**config.mk**
```make
export PLATFORM = sky130hd
export DESIGN_NAME = ac_unit_drain_controller
export DESIGN_NICKNAME = d
export VERILOG_FILES = /design/src/rtl/ac_unit_drain_controller.sv
export SDC_FILE = /design/constraint.sdc
export NUM_CORES = 1
export LEC_CHECK = 0
export CAP_MARGIN = 40
export CORE_MARGIN = 8
export CORE_UTILIZATION = 25
export CTS_CLUSTER_SIZE = 28
export DETAILED_ROUTE_END_ITERATION = 8
export GPL_TIMING_DRIVEN = 0
export SLEW_MARGIN = 5
export SYNTH_ARGS = -nofsm -noshare
export SYNTH_HDL_FRONTEND = slang
export SYNTH_SLANG_ARGS = --single-unit
```
**constraint.sdc**
```tcl
create_clock -name clk_i -period 6.5 [get_ports clk_i]
set_input_delay 1.3 -clock clk_i [delete_from_list [all_inputs] [get_ports clk_i]]
set_output_delay 1.3 -clock clk_i [all_outputs]
set_load 0.05 [all_outputs]
```
**src/rtl/ac_unit_drain_controller.sv**
```systemverilog
// Bus-master sequencer: enables the audio capture unit, drains its PCM buffer
// into memory two 16-bit samples per 32-bit word, then disables the unit.
module ac_unit_drain_controller #(
  parameter logic [2:0] CONFIG_ADDR = 3'd0,
  parameter logic [2:0] STATUS_ADDR = 3'd1,
  parameter int         EMPTY_BIT   = 0,
  parameter logic [2:0] BUFFER_ADDR = 3'd2,
  parameter int         ADDR_WIDTH  = 32,
  parameter int         LEN_WIDTH   = 16
) (
  input  logic                  clk_i,
  input  logic                  rst_n_i,
  input  logic                  start_i,
  input  logic                  stop_i,
  input  logic [31:0]           config_i,
  input  logic [ADDR_WIDTH-1:0] base_address_i,
  input  logic [LEN_WIDTH-1:0]  length_i,
  output logic                  busy_o,
  output logic                  done_o,
  output logic                  error_o,
  output logic [LEN_WIDTH-1:0]  samples_o,
  input  logic                  irq_i,
  output logic                  cu_write_o,
  output logic [2:0]            cu_write_address_o,
  output logic [31:0]           cu_write_data_o,
  output logic [3:0]            cu_write_strobe_o,
  input  logic                  cu_write_done_i,
  input  logic                  cu_write_error_i,
  output logic                  cu_read_o,
  output logic [2:0]            cu_read_address_o,
  input  logic [31:0]           cu_read_data_i,
  input  logic                  cu_read_done_i,
  input  logic                  cu_read_error_i,
  output logic                  mem_write_o,
  output logic [ADDR_WIDTH-1:0] mem_address_o,
  output logic [31:0]           mem_data_o,
  input  logic                  mem_done_i
);

  typedef enum logic [2:0] {
    S_IDLE, S_ENABLE, S_WAIT_IRQ, S_POLL, S_FETCH, S_STORE, S_DISABLE
  } state_t;

  state_t                state_r, state_n;
  logic [31:0]           cfg_r, cfg_n;
  logic [ADDR_WIDTH-1:0] base_r, base_n;
  logic [LEN_WIDTH-1:0]  len_r, len_n;
  logic [LEN_WIDTH-1:0]  samples_r, samples_n, samples_inc_s;
  logic [LEN_WIDTH-1:0]  word_idx_r, word_idx_n;
  logic [31:0]           pack_r, pack_n;
  logic                  stop_r, stop_n, error_n, done_n, stop_seen_s;
  logic                  cu_write_n, cu_read_n, mem_write_n;
  logic [2:0]            cu_write_address_n, cu_read_address_n;
  logic [31:0]           cu_write_data_n, mem_data_n;
  logic [ADDR_WIDTH-1:0] mem_address_n;
  logic                  rd_data_unused_s;

  assign stop_seen_s      = stop_r | stop_i;
  assign samples_inc_s    = samples_r + LEN_WIDTH'(1);
  assign rd_data_unused_s = ^cu_read_data_i[31:16];

  // Next-state and next-register values; outputs are derived from the next state.
  always_comb begin
    state_n    = state_r;
    cfg_n      = cfg_r;
    base_n     = base_r;
    len_n      = len_r;
    samples_n  = samples_r;
    word_idx_n = word_idx_r;
    pack_n     = pack_r;
    stop_n     = stop_seen_s;
    error_n    = error_o;
    done_n     = 1'b0;
    case (state_r)
      S_IDLE: begin
        stop_n = 1'b0;
        if (start_i) begin
          if (length_i == '0) begin
            error_n = 1'b1;
          end else begin
            error_n    = 1'b0;
            cfg_n      = config_i;
            base_n     = base_address_i;
            len_n      = length_i;
            samples_n  = '0;
            word_idx_n = '0;
            pack_n     = 32'h0000_0000;
            state_n    = S_ENABLE;
          end
        end else begin
          state_n = S_IDLE;
        end
      end
      S_ENABLE: begin
        if (cu_write_error_i) begin
          error_n = 1'b1;
          state_n = S_DISABLE;
        end else if (cu_write_done_i) begin
          state_n = S_WAIT_IRQ;
        end else begin
          state_n = S_ENABLE;
        end
      end
      S_WAIT_IRQ: begin
        // A half-filled pack register must reach memory before shutting down.
        if (stop_seen_s) begin
          state_n = samples_r[0] ? S_STORE : S_DISABLE;
        end else if (irq_i) begin
          state_n = S_POLL;
        end else begin
          state_n = S_WAIT_IRQ;
        end
      end
      S_POLL: begin
        if (cu_read_error_i) begin
          error_n = 1'b1;
          state_n = S_DISABLE;
        end else if (cu_read_done_i) begin
          state_n = cu_read_data_i[EMPTY_BIT] ? S_WAIT_IRQ : S_FETCH;
        end else begin
          state_n = S_POLL;
        end
      end
      S_FETCH: begin
        if (cu_read_error_i) begin
          error_n = 1'b1;
          state_n = S_DISABLE;
        end else if (cu_read_done_i) begin
          samples_n = samples_inc_s;
          if (!samples_r[0]) begin
            pack_n  = {16'h0000, cu_read_data_i[15:0]};
            state_n = ((samples_inc_s == len_r) || stop_seen_s) ? S_STORE : S_POLL;
          end else begin
            pack_n  = {cu_read_data_i[15:0], pack_r[15:0]};
            state_n = S_STORE;
          end
        end else begin
          state_n = S_FETCH;
        end
      end
      S_STORE: begin
        if (mem_done_i) begin
          word_idx_n = word_idx_r + LEN_WIDTH'(1);
          state_n    = ((samples_r == len_r) || stop_seen_s) ? S_DISABLE : S_POLL;
        end else begin
          state_n = S_STORE;
        end
      end
      S_DISABLE: begin
        if (cu_write_error_i) begin
          error_n = 1'b1;
          state_n = S_IDLE;
        end else if (cu_write_done_i) begin
          done_n  = ~error_o;
          state_n = S_IDLE;
        end else begin
          state_n = S_DISABLE;
        end
      end
      default: begin
        state_n = S_IDLE;
      end
    endcase

    cu_write_n         = 1'b0;
    cu_write_address_n = 3'd0;
    cu_write_data_n    = 32'h0000_0000;
    cu_read_n          = 1'b0;
    cu_read_address_n  = 3'd0;
    mem_write_n        = 1'b0;
    mem_address_n      = '0;
    mem_data_n         = 32'h0000_0000;
    case (state_n)
      S_ENABLE: begin
        cu_write_n         = 1'b1;
        cu_write_address_n = CONFIG_ADDR;
        cu_write_data_n    = cfg_n | 32'h0000_0001;
      end
      S_DISABLE: begin
        cu_write_n         = 1'b1;
        cu_write_address_n = CONFIG_ADDR;
        cu_write_data_n    = cfg_n & 32'hFFFF_FFFE;
      end
      S_POLL: begin
        cu_read_n         = 1'b1;
        cu_read_address_n = STATUS_ADDR;
      end
      S_FETCH: begin
        cu_read_n         = 1'b1;
        cu_read_address_n = BUFFER_ADDR;
      end
      S_STORE: begin
        mem_write_n   = 1'b1;
        mem_address_n = base_n + (ADDR_WIDTH'(word_idx_n) << 2);
        mem_data_n    = pack_n;
      end
      default: begin
        cu_write_n = 1'b0;
      end
    endcase
  end

  // State, datapath and registered outputs.
  always_ff @(posedge clk_i or negedge rst_n_i) begin
    if (!rst_n_i) begin
      state_r            <= S_IDLE;
      cfg_r              <= 32'h0000_0000;
      base_r             <= '0;
      len_r              <= '0;
      samples_r          <= '0;
      word_idx_r         <= '0;
      pack_r             <= 32'h0000_0000;
      stop_r             <= 1'b0;
      busy_o             <= 1'b0;
      done_o             <= 1'b0;
      error_o            <= 1'b0;
      samples_o          <= '0;
      cu_write_o         <= 1'b0;
      cu_write_address_o <= 3'd0;
      cu_write_data_o    <= 32'h0000_0000;
      cu_write_strobe_o  <= 4'h0;
      cu_read_o          <= 1'b0;
      cu_read_address_o  <= 3'd0;
      mem_write_o        <= 1'b0;
      mem_address_o      <= '0;
      mem_data_o         <= 32'h0000_0000;
    end else begin
      state_r            <= state_n;
      cfg_r              <= cfg_n;
      base_r             <= base_n;
      len_r              <= len_n;
      samples_r          <= samples_n;
      word_idx_r         <= word_idx_n;
      pack_r             <= pack_n;
      stop_r             <= stop_n;
      busy_o             <= (state_n != S_IDLE);
      done_o             <= done_n;
      error_o            <= error_n;
      samples_o          <= samples_n;
      cu_write_o         <= cu_write_n;
      cu_write_address_o <= cu_write_address_n;
      cu_write_data_o    <= cu_write_data_n;
      cu_write_strobe_o  <= cu_write_n ? 4'hF : 4'h0;
      cu_read_o          <= cu_read_n;
      cu_read_address_o  <= cu_read_address_n;
      mem_write_o        <= mem_write_n;
      mem_address_o      <= mem_address_n;
      mem_data_o         <= mem_data_n;
    end
  end

endmodule

```
* Word level (Yosys, flattened, before mapping)
Cells that the tools add are included.
** Word-level totals
- Bits of input ports :: 122
- Word-level logic and storage cells :: 116
- Output and inout bits :: 128
- Flip-flop bits (word level) :: 257
** Operators by class
- Mux-type cells :: 57
- Reductions and logical operators :: 14
- Bitwise operators :: 3
- Equal/unequal tests :: 19
- $add $sub $neg :: 3
** Operator list (count)
- 32-bit two-way mux :: 13
- 32-bit case mux with 2 select lines :: 2
- 16-bit two-way mux :: 7
- 16-bit case mux with 2 select lines :: 2
- 3-bit two-way mux :: 15
- 16-bit by 1-bit adder with 16-bit output (second input constant) :: 2
- 32-bit by 18-bit adder with 32-bit output :: 1
- 16-bit equality test :: 2
- 3-bit case mux with 7 select lines :: 1
- 3-bit equality test (second input constant) :: 6
- 16-bit zero test :: 1
- 1-bit two-way mux :: 12
- 3-bit by 2-bit equality test with 1-bit output (second input constant) :: 3
- 2-bit inequality test (second input constant) :: 4
- 2-bit OR reduction :: 4
- 3-bit by 1-bit equality test with 1-bit output (second input constant) :: 2
- 3-bit nonzero test :: 2
- 5-bit AND reduction :: 1
- 2-bit two-way mux :: 2
- 4-bit two-way mux :: 1
- 2-bit by 1-bit inequality test with 1-bit output (second input constant) :: 2
- 2-bit case mux with 2 select lines :: 1
- 4-bit AND reduction :: 1
- 3-bit zero test :: 1
- other kinds (6) :: 8

* Depth between registers and ports, before layout
Gate-level depths: netlist of the first run.
- Depth in word-level cells :: 12
- Depth in mapped cells :: 19
- Depth with buffers taken out :: 19

* Worst setup path after synthesis of the first run
Ideal clock, no wire load.
- Path kind :: input-to-reg
- Start :: input port length_i[10]
- End :: register mem_address_o[30]
- Buffers on the path :: 3
- Data required time :: 6.379 ns
- Data arrival time :: 5.313 ns
- Cell stages on the path :: 19
- Slack :: 1.065 ns
- Library setup time :: 0.121 ns
- Cell sequence :: nor4_1 > nand4_1 > nand3_2 > clkbuf_1 > clkbuf_1 > clkbuf_1 > nand2_1 > nand2_1 > ha_1 > inv_1 > fa_1 > nor2b_1 > o21ai_0 > o21ai_0 > a21oi_1 > o31a_1 > a2111oi_0 > xnor2_1 > nor2_1
** On the way
- Longest elaborated chain between the ends :: 6
- Elaborated cells on any way between the ends :: 13
- Those cells by class :: add/sub: 1; eq/ne: 1; mux: 10; reduce/logical: 1
** Ends and longest elaborated chain
- start, declared :: line 17 : input logic [LEN_WIDTH-1:0] length_i,
- 16-bit zero test :: line 78 : if (length_i == '0) begin
- 32-bit two-way mux :: line 78
- 32-bit two-way mux :: line 77 : if (start_i) begin
- 32-bit two-way mux :: line 74 : case (state_r)
- net base_n[2] :: line 46 : logic [ADDR_WIDTH-1:0] base_r, base_n;
- 32-bit by 18-bit adder with 32-bit output :: line 194 : mem_address_n = base_n + (ADDR_WIDTH'(word_idx_n) << 2);
- 32-bit two-way mux :: line 173 : case (state_n)
- net mem_address_n[30] :: line 55 : logic [ADDR_WIDTH-1:0] mem_address_n;
- end signal, assigned :: line 247 : mem_address_o <= mem_address_n;
- end, declared :: line 35 : output logic [ADDR_WIDTH-1:0] mem_address_o,
The timed path passes the listed nets, and every way through them passes these cells.
A chain may end at the register's enable or synchronous reset.

* Final worst setup path of the first run
- Start :: input port length_i[2]
- End :: register mem_address_o[30]
** On the way
- Longest elaborated chain between the ends :: 6
- Elaborated cells on any way between the ends :: 13
- Those cells by class :: add/sub: 1; eq/ne: 1; mux: 10; reduce/logical: 1
** Ends and longest elaborated chain
- 16-bit zero test :: line 78
- 16-bit two-way mux :: line 78
- 16-bit two-way mux :: line 77
- 16-bit case mux with 2 select lines :: line 74
- net word_idx_n[0] :: line 49 : logic [LEN_WIDTH-1:0] word_idx_r, word_idx_n;
- 32-bit by 18-bit adder with 32-bit output :: line 194
- 32-bit two-way mux :: line 173
- net mem_address_n[30] :: line 55
The timed path passes the listed nets, and every way through them passes these cells.

==> metrics.csv, run 1 <==
stage,metric,value,unit
setup_path,WP data required,6.96,ns
floorplanning,Die Height,228,um
cells_and_area,"commonest non-fill, non-tap cells in the layout","nand2_1, dfrtp_1, clkdlybuf4s50_1",
setup_path,critical path class,input port to register,
power,Combinational Power Share,0.413,
global_route,first-pass GRT wire length,55800,um
clock_tree,"Clk pin slew, worst setup/hold paths",0.06,ns
cells_and_area,share of cells above drive strength 1,0.0768,
power,sequential share of power,0.325,
power,Worst VDD drop,0.292,mV
logic_synthesis,Netlist cell types,70,
cells_and_area,Syn-to-layout area delta,36.9,%
logic_synthesis,synth top area cells,"dfrtp_1, nand2_1, and3_1",
floorplanning,Initial Util,0.253,
global_route,vias in the first global route,9562,
logic_synthesis,Post-synth EDFFs,0,
cells_and_area,"leading cell type in the layout, fill and taps excluded",nand2_1,
logic_synthesis,sequential share of the synthesized area,0.559,
logic_synthesis,main flop type after synthesis,dfrtp_1,
logic_synthesis,cell count after synthesis,1122,
floorplanning,Rows,77,
power,Sw Pwr,2.72,mW
sta,setup tns final,0,ns
floorplanning,die area,51900,um^2
floorplanning,Die W,228,um
logic_synthesis,synthesized area per cell,10.0,um^2
setup_path,endpoint class of the critical path,register,
detailed_routing,wire length per cell,17.7,um
global_route,GR Util All Layers,0.133,
global_route,GRT overflow,0,
power,Internal,3.99,mW
detailed_routing,vias per inst,4.55,
global_route,largest net degree at the start of global routing,99,
detailed_routing,final wirelength,35400,um
cells_and_area,number of diodes,0,
sta,Layout Skew,0.0170,ns
clock_tree,Sink Count,251,
min_path,Hold Path Cell Cnt,2,
power,Leak,7.14,nW
clock_tree,# hold bufs at CTS,0,
min_path,Worst Hold Class,register to register,
setup_path,Worst R2R Start,state_r[2],
logic_synthesis,Synth Cell Area,11200,um^2
logic_synthesis,top cell type's share of synthesized area,0.559,
setup_path,WP data arrival,6.46,ns
clock_tree,Max Buffers Root-to-Sink,3,
clock_tree,Clock Latency Late Sink,0.57,ns
power,pwr/cell area,437,nW/um^2
detailed_routing,antenna-violating nets left,0,
setup_path,CP max FO,10,
sta,Tightest Pin Transition,0.799,ns
logic_synthesis,share of synthesized registers carrying an async set or reset,1.00,
sta,Final Critical Period,6.00,ns
sta,unrepaired setup endpoints after global routing,no,
setup_path,R2R depth,19,
detailed_routing,via count,9089,
placed_design,placer congestion estimate,0.866,
clock_tree,H-tree Lvls,1,
floorplanning,I/O pin count,250,
logic_synthesis,Yosys top cell by area,dfrtp_1,
placed_design,Port Buffer Count,228,
detailed_routing,DR DRC count,0,
power,switch share,0.405,
detailed_routing,1st-iter DRT viols,583,
status,status,completed,
clock_tree,CTS buffer count,29,
sta,fin crit share,0.923,
setup_path,crit path launch,length_i[2],
sta,Worst slew margin,0.463,
sta,"Hold Vio Cnt, Final",0,
min_path,Worst Hold Launch,cfg_r[14],
power,total power,6.71,mW
job,Max-Cap Viols,0,
global_route,initial antenna violation count,1,
sta,final slew viol count,0,
setup_path,Startpoint Class,input port,
cells_and_area,# fillers,4490,
sta,FMAX,167,MHz
clock_tree,CTS tree,yes,
detailed_routing,first-pass iteration count of the detailed router,5,
logic_synthesis,Synth Warn #,0,
sta,Final setup viols,0,
placed_design,HPWL after DPL,26300,um
clock_tree,clk root buf,clkbuf_16,
power,Clock power frac,0.262,
cells_and_area,nets,1525,
logic_synthesis,#FFs+latches synth,251,
floorplanning,core box area,44300,um^2
[cell type report]
cell class,count,area (um^2),area share
flip-flops and latches,251,6280,0.409
multi-input cells,790,4580,0.298
inverters,19,71.3,0.00464
repair buffers,231,2350,0.153
clock buffers,37,806,0.0524
plain buffers,62,315,0.0205
well taps,592,741,0.0482
clock inverters,16,234,0.0152
[per-layer routing]
metal | wire [um] | GRT usage | vias to the layer above
met2 | 16600 | 0.220 | 276
met1 | 16000 | 0.172 | 4396
met5 | 13 | 0 | -
li1 | - | - | 4364
met3 | 2070 | 0.0302 | 51
met4 | 744 | 0.0363 | 2
[critical path, stage by stage]
cell,delay [ns]
clkdlybuf4s50_1,0.47
nor4_1,0.32
nand4_1,0.39
nand2_1,0.18
nand2_1,0.21
o21ai_1,0.45
o21bai_1,0.24
nand2_1,0.07
o21ai_0,0.10
ha_1,0.25
inv_1,0.07
fa_1,0.38
nor2b_1,0.16
o21ai_0,0.16
o21ai_1,0.29
a21oi_1,0.19
o31a_1,0.40
a2111oi_0,0.54
xnor2_1,0.23
nor2_1,0.06
[cells by family after synthesis]
| kind of cell | Yosys count | share of synthesized area |
|---|---|---|
| AOI/OAI and AO/OA | 197 | 0.123 |
| adders and majority gates | 19 | 0.0218 |
| xor gates and xnor gates | 61 | 0.0476 |
| and+or+nand+nor | 497 | 0.202 |
| muxes | 12 | 0.0110 |
| DFF | 251 | 0.559 |
| buffers and inverters | 84 | 0.0347 |
| other | 1 | 0.000334 |
[cell usage after synthesis (4+ instances only)]
cell type and count:
xnor2_1 32, a21boi_2 10, nor3b_1 4, xor2_1 29
mux2i_1 9, clkbuf_1 38, nor3_1 20, nand2b_1 7
nand3_1 21, buf_4 11, inv_1 19, nor2_1 74
nor2b_1 7, or3_1 4, buf_1 5, and3_1 45
a21boi_1 18, a31oi_1 9, nand2_1 272, ha_1 18
or4_1 4, nand4_1 16, dfrtp_1 251, buf_2 7
o21ai_0 44, nor4_1 5, o211ai_1 6, a21oi_1 35
a211oi_1 4, a22o_1 30, a21o_1 10
[final timing paths]
path	to	slack (ns)
worst max-delay path	mem_address_o[30]	0.50
worst min-delay path	cfg_r[14]	0.47
worst max register to register	mem_address_o[30]	1.06
worst min register to register	cfg_r[14]	0.47
max in group asynchronous	cu_write_data_o[20]	4.96
min in group asynchronous	samples_r[12]	0.67
[sequential cells by signal, summed over array words and instances (netlist names)]
name / flops
stop_r: 1
mem_data_o: 32
cu_read_address_o: 2
base_r: 32
cfg_r: 31
state_r: 3
mem_write_o: 1
cu_write_strobe_o: 1
cu_read_o: 1
pack_r: 32
mem_address_o: 32
word_idx_r: 16
cu_write_data_o: 32
len_r: 16
samples_r: 16
error_o: 1
busy_o: 1
done_o: 1
[stage by stage]
step	cell area [um^2]	utilization	hold WS, ns	cells	setup slack (ns)
floorplan	11200	-	0.434	1125	1.07
global placement	14300	0.322	0.448	1945	-7.01
detailed placement	14300	0.323	0.452	1948	-1.36
CTS	15400	0.347	0.468	1998	0.155
global route	15400	0.347	0.484	1998	0.00294
finish	15400	0.347	0.467	1998	0.499
[power groups by stage]
| stage | sequential [mW] | clock, mW | combinational [mW] |
|---|---|---|---|
| 2_1_floorplan | 2.58 | 0 | 1.41 |
| 3_3_place_gp | 2.20 | 0 | 2.76 |
| 3_5_place_dp | 2.20 | 0 | 2.80 |
| 4_1_cts | 2.18 | 1.83 | 2.81 |
| 5_1_grt | 2.22 | 1.88 | 3.04 |
| 6_report | 2.18 | 1.76 | 2.77 |
[timing repair]
| action | 4_1_cts | 5_1_grt |
|---|---|---|
| gates resized for setup | 4 | 7 |
| setup buffers | 0 | 0 |
| endpoints found under the setup margin | 12 | 6 |
(Power assumes the default switching activity.)
==> run 2, diff against run 1 <==
- clock period: 6.5 -> 6.95 ns (I/O delays scaled with it)
==> run 2 against run 1 <==
Clock skew is essentially flat. Sequential cell count unchanged. Worst setup slack improved by 0.092 ns. Wire length is 0.19% higher. Critical path depth fell by 1. Critical path type unchanged. Non-clock buffer count grew 1. Hold slack about the same. Combinational power shrank 6%. Count of clock-buffer cells in the layout did not move. Highest routed layer unchanged. Final area about the same. Via count about the same. Register-to-register slack gained 0.31 ns.
==> metrics.csv, run 2 (synthesis gave the netlist of run 1 again) <==
stage,metric,value,unit
power,Worst VDD drop,0.273,mV
detailed_routing,wire length per cell,17.7,um
cells_and_area,number of diodes,0,
floorplanning,core box area,44300,um^2
detailed_routing,via count,9093,
cells_and_area,nets,1526,
sta,Post-Route Hold Slack,0.467,ns
placed_design,placer congestion estimate,0.866,
detailed_routing,final wirelength,35500,um
clock_tree,"Clk pin slew, worst setup/hold paths",0.06,ns
sta,unrepaired setup endpoints after global routing,no,
global_route,gr busiest metal,met2,
global_route,first-pass GRT wire length,55900,um
clock_tree,clk root buf,clkbuf_16,
global_route,initial antenna violation count,1,
detailed_routing,1st-iter DRT viols,551,
sta,Final Critical Period,6.36,ns
cells_and_area,Syn-to-layout area delta,36.9,%
floorplanning,Die W,228,um
sta,Final setup viols,0,
cells_and_area,# fillers,4490,
min_path,Worst Hold Class,register to register,
global_route,largest net degree at the start of global routing,99,
clock_tree,post-CTS setup buffers,0,
clock_tree,Clock Latency Late Sink,0.57,ns
floorplanning,Die Height,228,um
setup_path,Startpoint Class,input port,
clock_tree,Sink Count,251,
detailed_routing,vias per inst,4.55,
sta,fin crit share,0.915,
power,pwr/cell area,409,nW/um^2
min_path,Hold Crit Endpoint,cfg_r[6],
cells_and_area,Reg area,6280,um^2
power,Leak,7.14,nW
clock_tree,H-tree Lvls,1,
sta,Tightest Pin Transition,0.810,ns
sta,FMAX,157,MHz
clock_tree,CTS tree,yes,
min_path,Worst Hold Launch,cfg_r[6],
sta,final slew viol count,0,
floorplanning,Initial Util,0.253,
sta,Layout Skew,0.0172,ns
placed_design,Port Buffer Count,228,
placed_design,HPWL after DPL,26300,um
cells_and_area,Layout Cells excl Fill,1999,
floorplanning,Rows,77,
sta,Worst slew margin,0.456,
global_route,GR Util All Layers,0.133,
global_route,met1 global-route usage,0.172,
detailed_routing,antenna-violating nets left,0,
setup_path,endpoint class of the critical path,register,
setup_path,critical path class,input port to register,
global_route,grt met2 use,0.220,
global_route,GRT overflow,0,
job,Max-Cap Viols,0,
setup_path,WP data required,7.40,ns
setup_path,WP data arrival,6.81,ns
placed_design,Placed Cells,1948,
cells_and_area,"leading cell type in the layout, fill and taps excluded",nand2_1,
setup_path,R2R depth,19,
min_path,Hold Path Cell Cnt,2,
status,status,completed,
global_route,vias in the first global route,9563,
global_route,GR Layer Usage met3,0.0305,
cells_and_area,Multi-input gate area,4580,um^2
detailed_routing,DR DRC count,0,
setup_path,Worst R2R Start,state_r[2],
sta,setup tns final,0,ns
sta,"Hold Vio Cnt, Final",0,
detailed_routing,first-pass iteration count of the detailed router,5,
setup_path,Reg2Reg Setup Slack,1.37,ns
floorplanning,die area,51900,um^2
cells_and_area,"commonest non-fill, non-tap cells in the layout","nand2_1, dfrtp_1, clkdlybuf4s50_1",
floorplanning,I/O pin count,250,
clock_tree,# hold bufs at CTS,0,
clock_tree,CTS buffer count,29,
setup_path,CP max FO,18,
clock_tree,Max Buffers Root-to-Sink,3,
setup_path,capturing point of the worst reg2reg path,mem_address_o[30],
cells_and_area,share of cells above drive strength 1,0.0753,
## run 2: changes by cell type in the layout (fill, tap and decap cells not counted), sizes merged
cell and change:
clkbuf +1
## run 2: worst max-delay path, cell delays in order
cell	delay [ns]
clkdlybuf4s50_1	0.47
nor4_1	0.32
nand4_1	0.39
nand3_4	0.40
clkbuf_2	0.42
clkbuf_1	0.45
nand2_1	0.10
nand2_1	0.14
ha_1	0.22
inv_1	0.07
fa_1	0.38
nor2b_1	0.16
o21ai_0	0.15
o21ai_1	0.30
a21oi_1	0.19
o31a_1	0.40
a2111oi_0	0.54
xnor2_1	0.23
nor2_1	0.06
## run 2: how the worst max path moves through the flow
stage	slack, ns	startpoint	depth (start not counted)	endpoint
2_1_floorplan	1.43	length_i[10]	19	mem_address_o[30]
3_3_place_gp	-6.65	rst_n_i	1	cfg_r[20]
3_5_place_dp	-1.0	length_i[2]	20	mem_address_o[30]
4_1_cts	0.22	length_i[1]	20	mem_address_o[30]
5_1_grt	0.11	length_i[2]	19	mem_address_o[30]
6_report	0.59	length_i[2]	19	mem_address_o[30]
## run 2: routing by layer
metal	share of wire	vias to the layer above
met1	0.45	4401
met2	0.47	283
met5	0.00037	-
met3	0.060	50
li1	-	4357
met4	0.022	2
## run 2: what timing repair did
| action | 4_1_cts | 5_1_grt |
|---|---|---|
| endpoints found under the hold margin | 0 | 0 |
| resized for setup | 3 | 2 |
| endpoints found under the setup margin | 4 | 2 |
## run 2: final cells by class
cell class              instances  share of cell area
inverters                      19             0.00464
plain buffers                  63              0.0204
flip-flops and latches        251               0.409
multi-input cells             790               0.298
well taps                     592              0.0482
clock buffers                  37              0.0524
repair buffers                231               0.153
clock inverters                16              0.0152
## run 2: stage by stage
step                utilization  power [mW]  worst slack, ns  area (um^2)
floorplan                     -        3.74             1.43        11200
global placement          0.322        4.64            -6.65        14300
detailed placement        0.323        4.68           -0.995        14300
CTS                       0.347        6.38            0.217        15400
global route              0.347        6.69            0.108        15400
finish                    0.347        6.28            0.592        15400
## run 2: power by group
part | switching [mW] | internal, mW
Combinational | 1.73 | 0.864
Sequential | 0.179 | 1.86
Clock | 0.638 | 1.01
Total | 2.55 | 3.73
==> run 3, diff against run 2 <==
- CTS_BUF_LIST: not set -> sky130_fd_sc_hd__clkbuf_4 sky130_fd_sc_hd__clkbuf_8 sky130_fd_sc_hd__clkbuf_16
- CTS_CLUSTER_SIZE: 28 -> 24
- SETUP_SLACK_MARGIN: not set -> 0.15
==> run 3 against run 2 <==
Global-route usage about the same. Critical path depth increased by 1. First-iteration DRC count increased by 2.2%. Sequential power about the same. Critical path type unchanged.
==> metrics.csv, run 3 (synthesis gave the netlist of run 1 again) <==
stage,metric,value,unit
cells_and_area,Multi-input gate area,4580,um^2
sta,fin crit share,0.900,
sta,FMAX,160,MHz
min_path,Worst Hold Class,register to register,
placed_design,Port Buffer Count,228,
clock_tree,Max Buffers Root-to-Sink,3,
clock_tree,CTS tree,yes,
cells_and_area,nets,1527,
cells_and_area,Layout Cells excl Fill,2000,
setup_path,WP data arrival,6.71,ns
clock_tree,# hold bufs at CTS,0,
floorplanning,I/O pin count,250,
status,status,completed,
cells_and_area,number of diodes,0,
setup_path,endpoint class of the critical path,register,
placed_design,HPWL after DPL,26300,um
setup_path,capturing point of the worst reg2reg path,mem_address_o[30],
cells_and_area,Reg area,6280,um^2
global_route,largest net degree at the start of global routing,99,
setup_path,R2R depth,20,
sta,Tightest Pin Transition,0.789,ns
sta,Post-Route Hold Slack,0.467,ns
floorplanning,Initial Util,0.253,
detailed_routing,via count,9112,
power,pwr/cell area,409,nW/um^2
clock_tree,"Clk pin slew, worst setup/hold paths",0.06,ns
sta,final slew viol count,0,
detailed_routing,vias per inst,4.56,
power,Worst VDD drop,0.273,mV
setup_path,Worst R2R Start,state_r[2],
detailed_routing,antenna-violating nets left,0,
detailed_routing,final wirelength,35500,um
cells_and_area,# fillers,4492,
sta,Final Critical Period,6.26,ns
sta,Final setup viols,0,
sta,unrepaired setup endpoints after global routing,no,
min_path,Hold Crit Endpoint,cfg_r[6],
floorplanning,die area,51900,um^2
floorplanning,Die W,228,um
sta,Layout Skew,0.0160,ns
setup_path,critical path class,input port to register,
placed_design,Placed Cells,1948,
cells_and_area,"leading cell type in the layout, fill and taps excluded",nand2_1,
floorplanning,Die Height,228,um
min_path,Hold Path Cell Cnt,2,
cells_and_area,Syn-to-layout area delta,37.1,%
detailed_routing,1st-iter DRT viols,563,
global_route,first-pass GRT wire length,56000,um
clock_tree,Clock Latency Late Sink,0.57,ns
setup_path,Reg2Reg Setup Slack,1.26,ns
global_route,vias in the first global route,9585,
power,Leak,7.15,nW
clock_tree,post-CTS setup buffers,0,
floorplanning,Rows,77,
detailed_routing,DR DRC count,0,
sta,"Hold Vio Cnt, Final",0,
power,total power,6.30,mW
floorplanning,core box area,44300,um^2
cells_and_area,fin area,15400,um^2
global_route,initial antenna violation count,1,
setup_path,Startpoint Class,input port,
job,Max-Cap Viols,0,
sta,Worst slew margin,0.470,
clock_tree,clk root buf,clkbuf_16,
global_route,GRT overflow,0,
setup_path,WP data required,7.40,ns
setup_path,CP max FO,10,
cells_and_area,"commonest non-fill, non-tap cells in the layout","nand2_1, dfrtp_1, clkdlybuf4s50_1",
placed_design,DP Area,14300,um^2
clock_tree,Sink Count,251,
cells_and_area,share of cells above drive strength 1,0.0788,
cells_and_area,Final Util,0.347,
detailed_routing,wire length per cell,17.7,um
min_path,Worst Hold Launch,cfg_r[6],
placed_design,placer congestion estimate,0.866,
clock_tree,CTS buffer count,29,
global_route,GR Util All Layers,0.133,
detailed_routing,first-pass iteration count of the detailed router,5,
clock_tree,H-tree Lvls,1,
[run 3: cell count changes in the layout (fill, tap and decap cells not counted), sizes merged]
cell | before | now
clkbuf | 75 | 76
[run 3: final cells by class]
type | instances | area share
plain buffers | 64 | 0.0208
clock buffers | 37 | 0.0531
clock inverters | 16 | 0.0152
inverters | 19 | 0.00463
multi-input cells | 790 | 0.297
flip-flops and latches | 251 | 0.408
well taps | 592 | 0.0481
repair buffers | 231 | 0.153
[run 3: critical path, stage by stage]
cell	delay, ns
clkdlybuf4s50_1	0.51
nor4_1	0.07
nand4_1	0.32
and3_1	0.46
clkbuf_2	0.35
clkbuf_2	0.34
clkbuf_2	0.31
nand2_1	0.09
nand2_1	0.13
ha_1	0.22
inv_1	0.07
fa_1	0.38
nor2b_1	0.16
o21ai_0	0.15
o21ai_1	0.29
a21oi_1	0.20
o31a_1	0.40
a2111oi_0	0.54
xnor2_1	0.23
nor2_1	0.06
[run 3: power breakdown]
group / total (mW) / switching [mW] / internal [mW]
sequential: 2.04 / 0.180 / 1.86
clock: 1.66 / 0.639 / 1.02
combinational: 2.60 / 1.73 / 0.865
total: 6.30 / 2.55 / 3.75
[run 3: per-stage QoR]
step,setup WS (ns),setup TNS [ns]
final,0.692,0
after CTS,0.217,0
after global routing,0.151,0
after floorplan,1.43,0
after global placement,-6.65,-1667.28
after detailed placement,-0.995,-7.02
[run 3: layer usage]
layer | vias to the layer above | global-route usage | part of all wire
met4 | 2 | 0.0363 | 0.022
met3 | 53 | 0.0305 | 0.061
met2 | 278 | 0.221 | 0.47
met5 | - | 0 | 0.00037
met1 | 4412 | 0.172 | 0.45
li1 | 4367 | - | -
[run 3: timing repair]
action                                  in CTS  in global routing
endpoints found under the setup margin       7                  5
pin swaps                                    0                  0
gates resized for setup                      3                  5
[run 3: worst max-delay path by stage]
| stage | startpoint | end | slack [ns] | cells after the start |
|---|---|---|---|---|
| 2_1_floorplan | length_i[10] | mem_address_o[30] | 1.43 | 19 |
| 3_3_place_gp | rst_n_i | cfg_r[20] | -6.65 | 1 |
| 3_5_place_dp | length_i[2] | mem_address_o[30] | -1.0 | 20 |
| 4_1_cts | length_i[1] | mem_address_o[30] | 0.22 | 20 |
| 5_1_grt | length_i[1] | mem_address_o[30] | 0.15 | 20 |
| 6_report | length_i[1] | mem_address_o[30] | 0.69 | 20 |
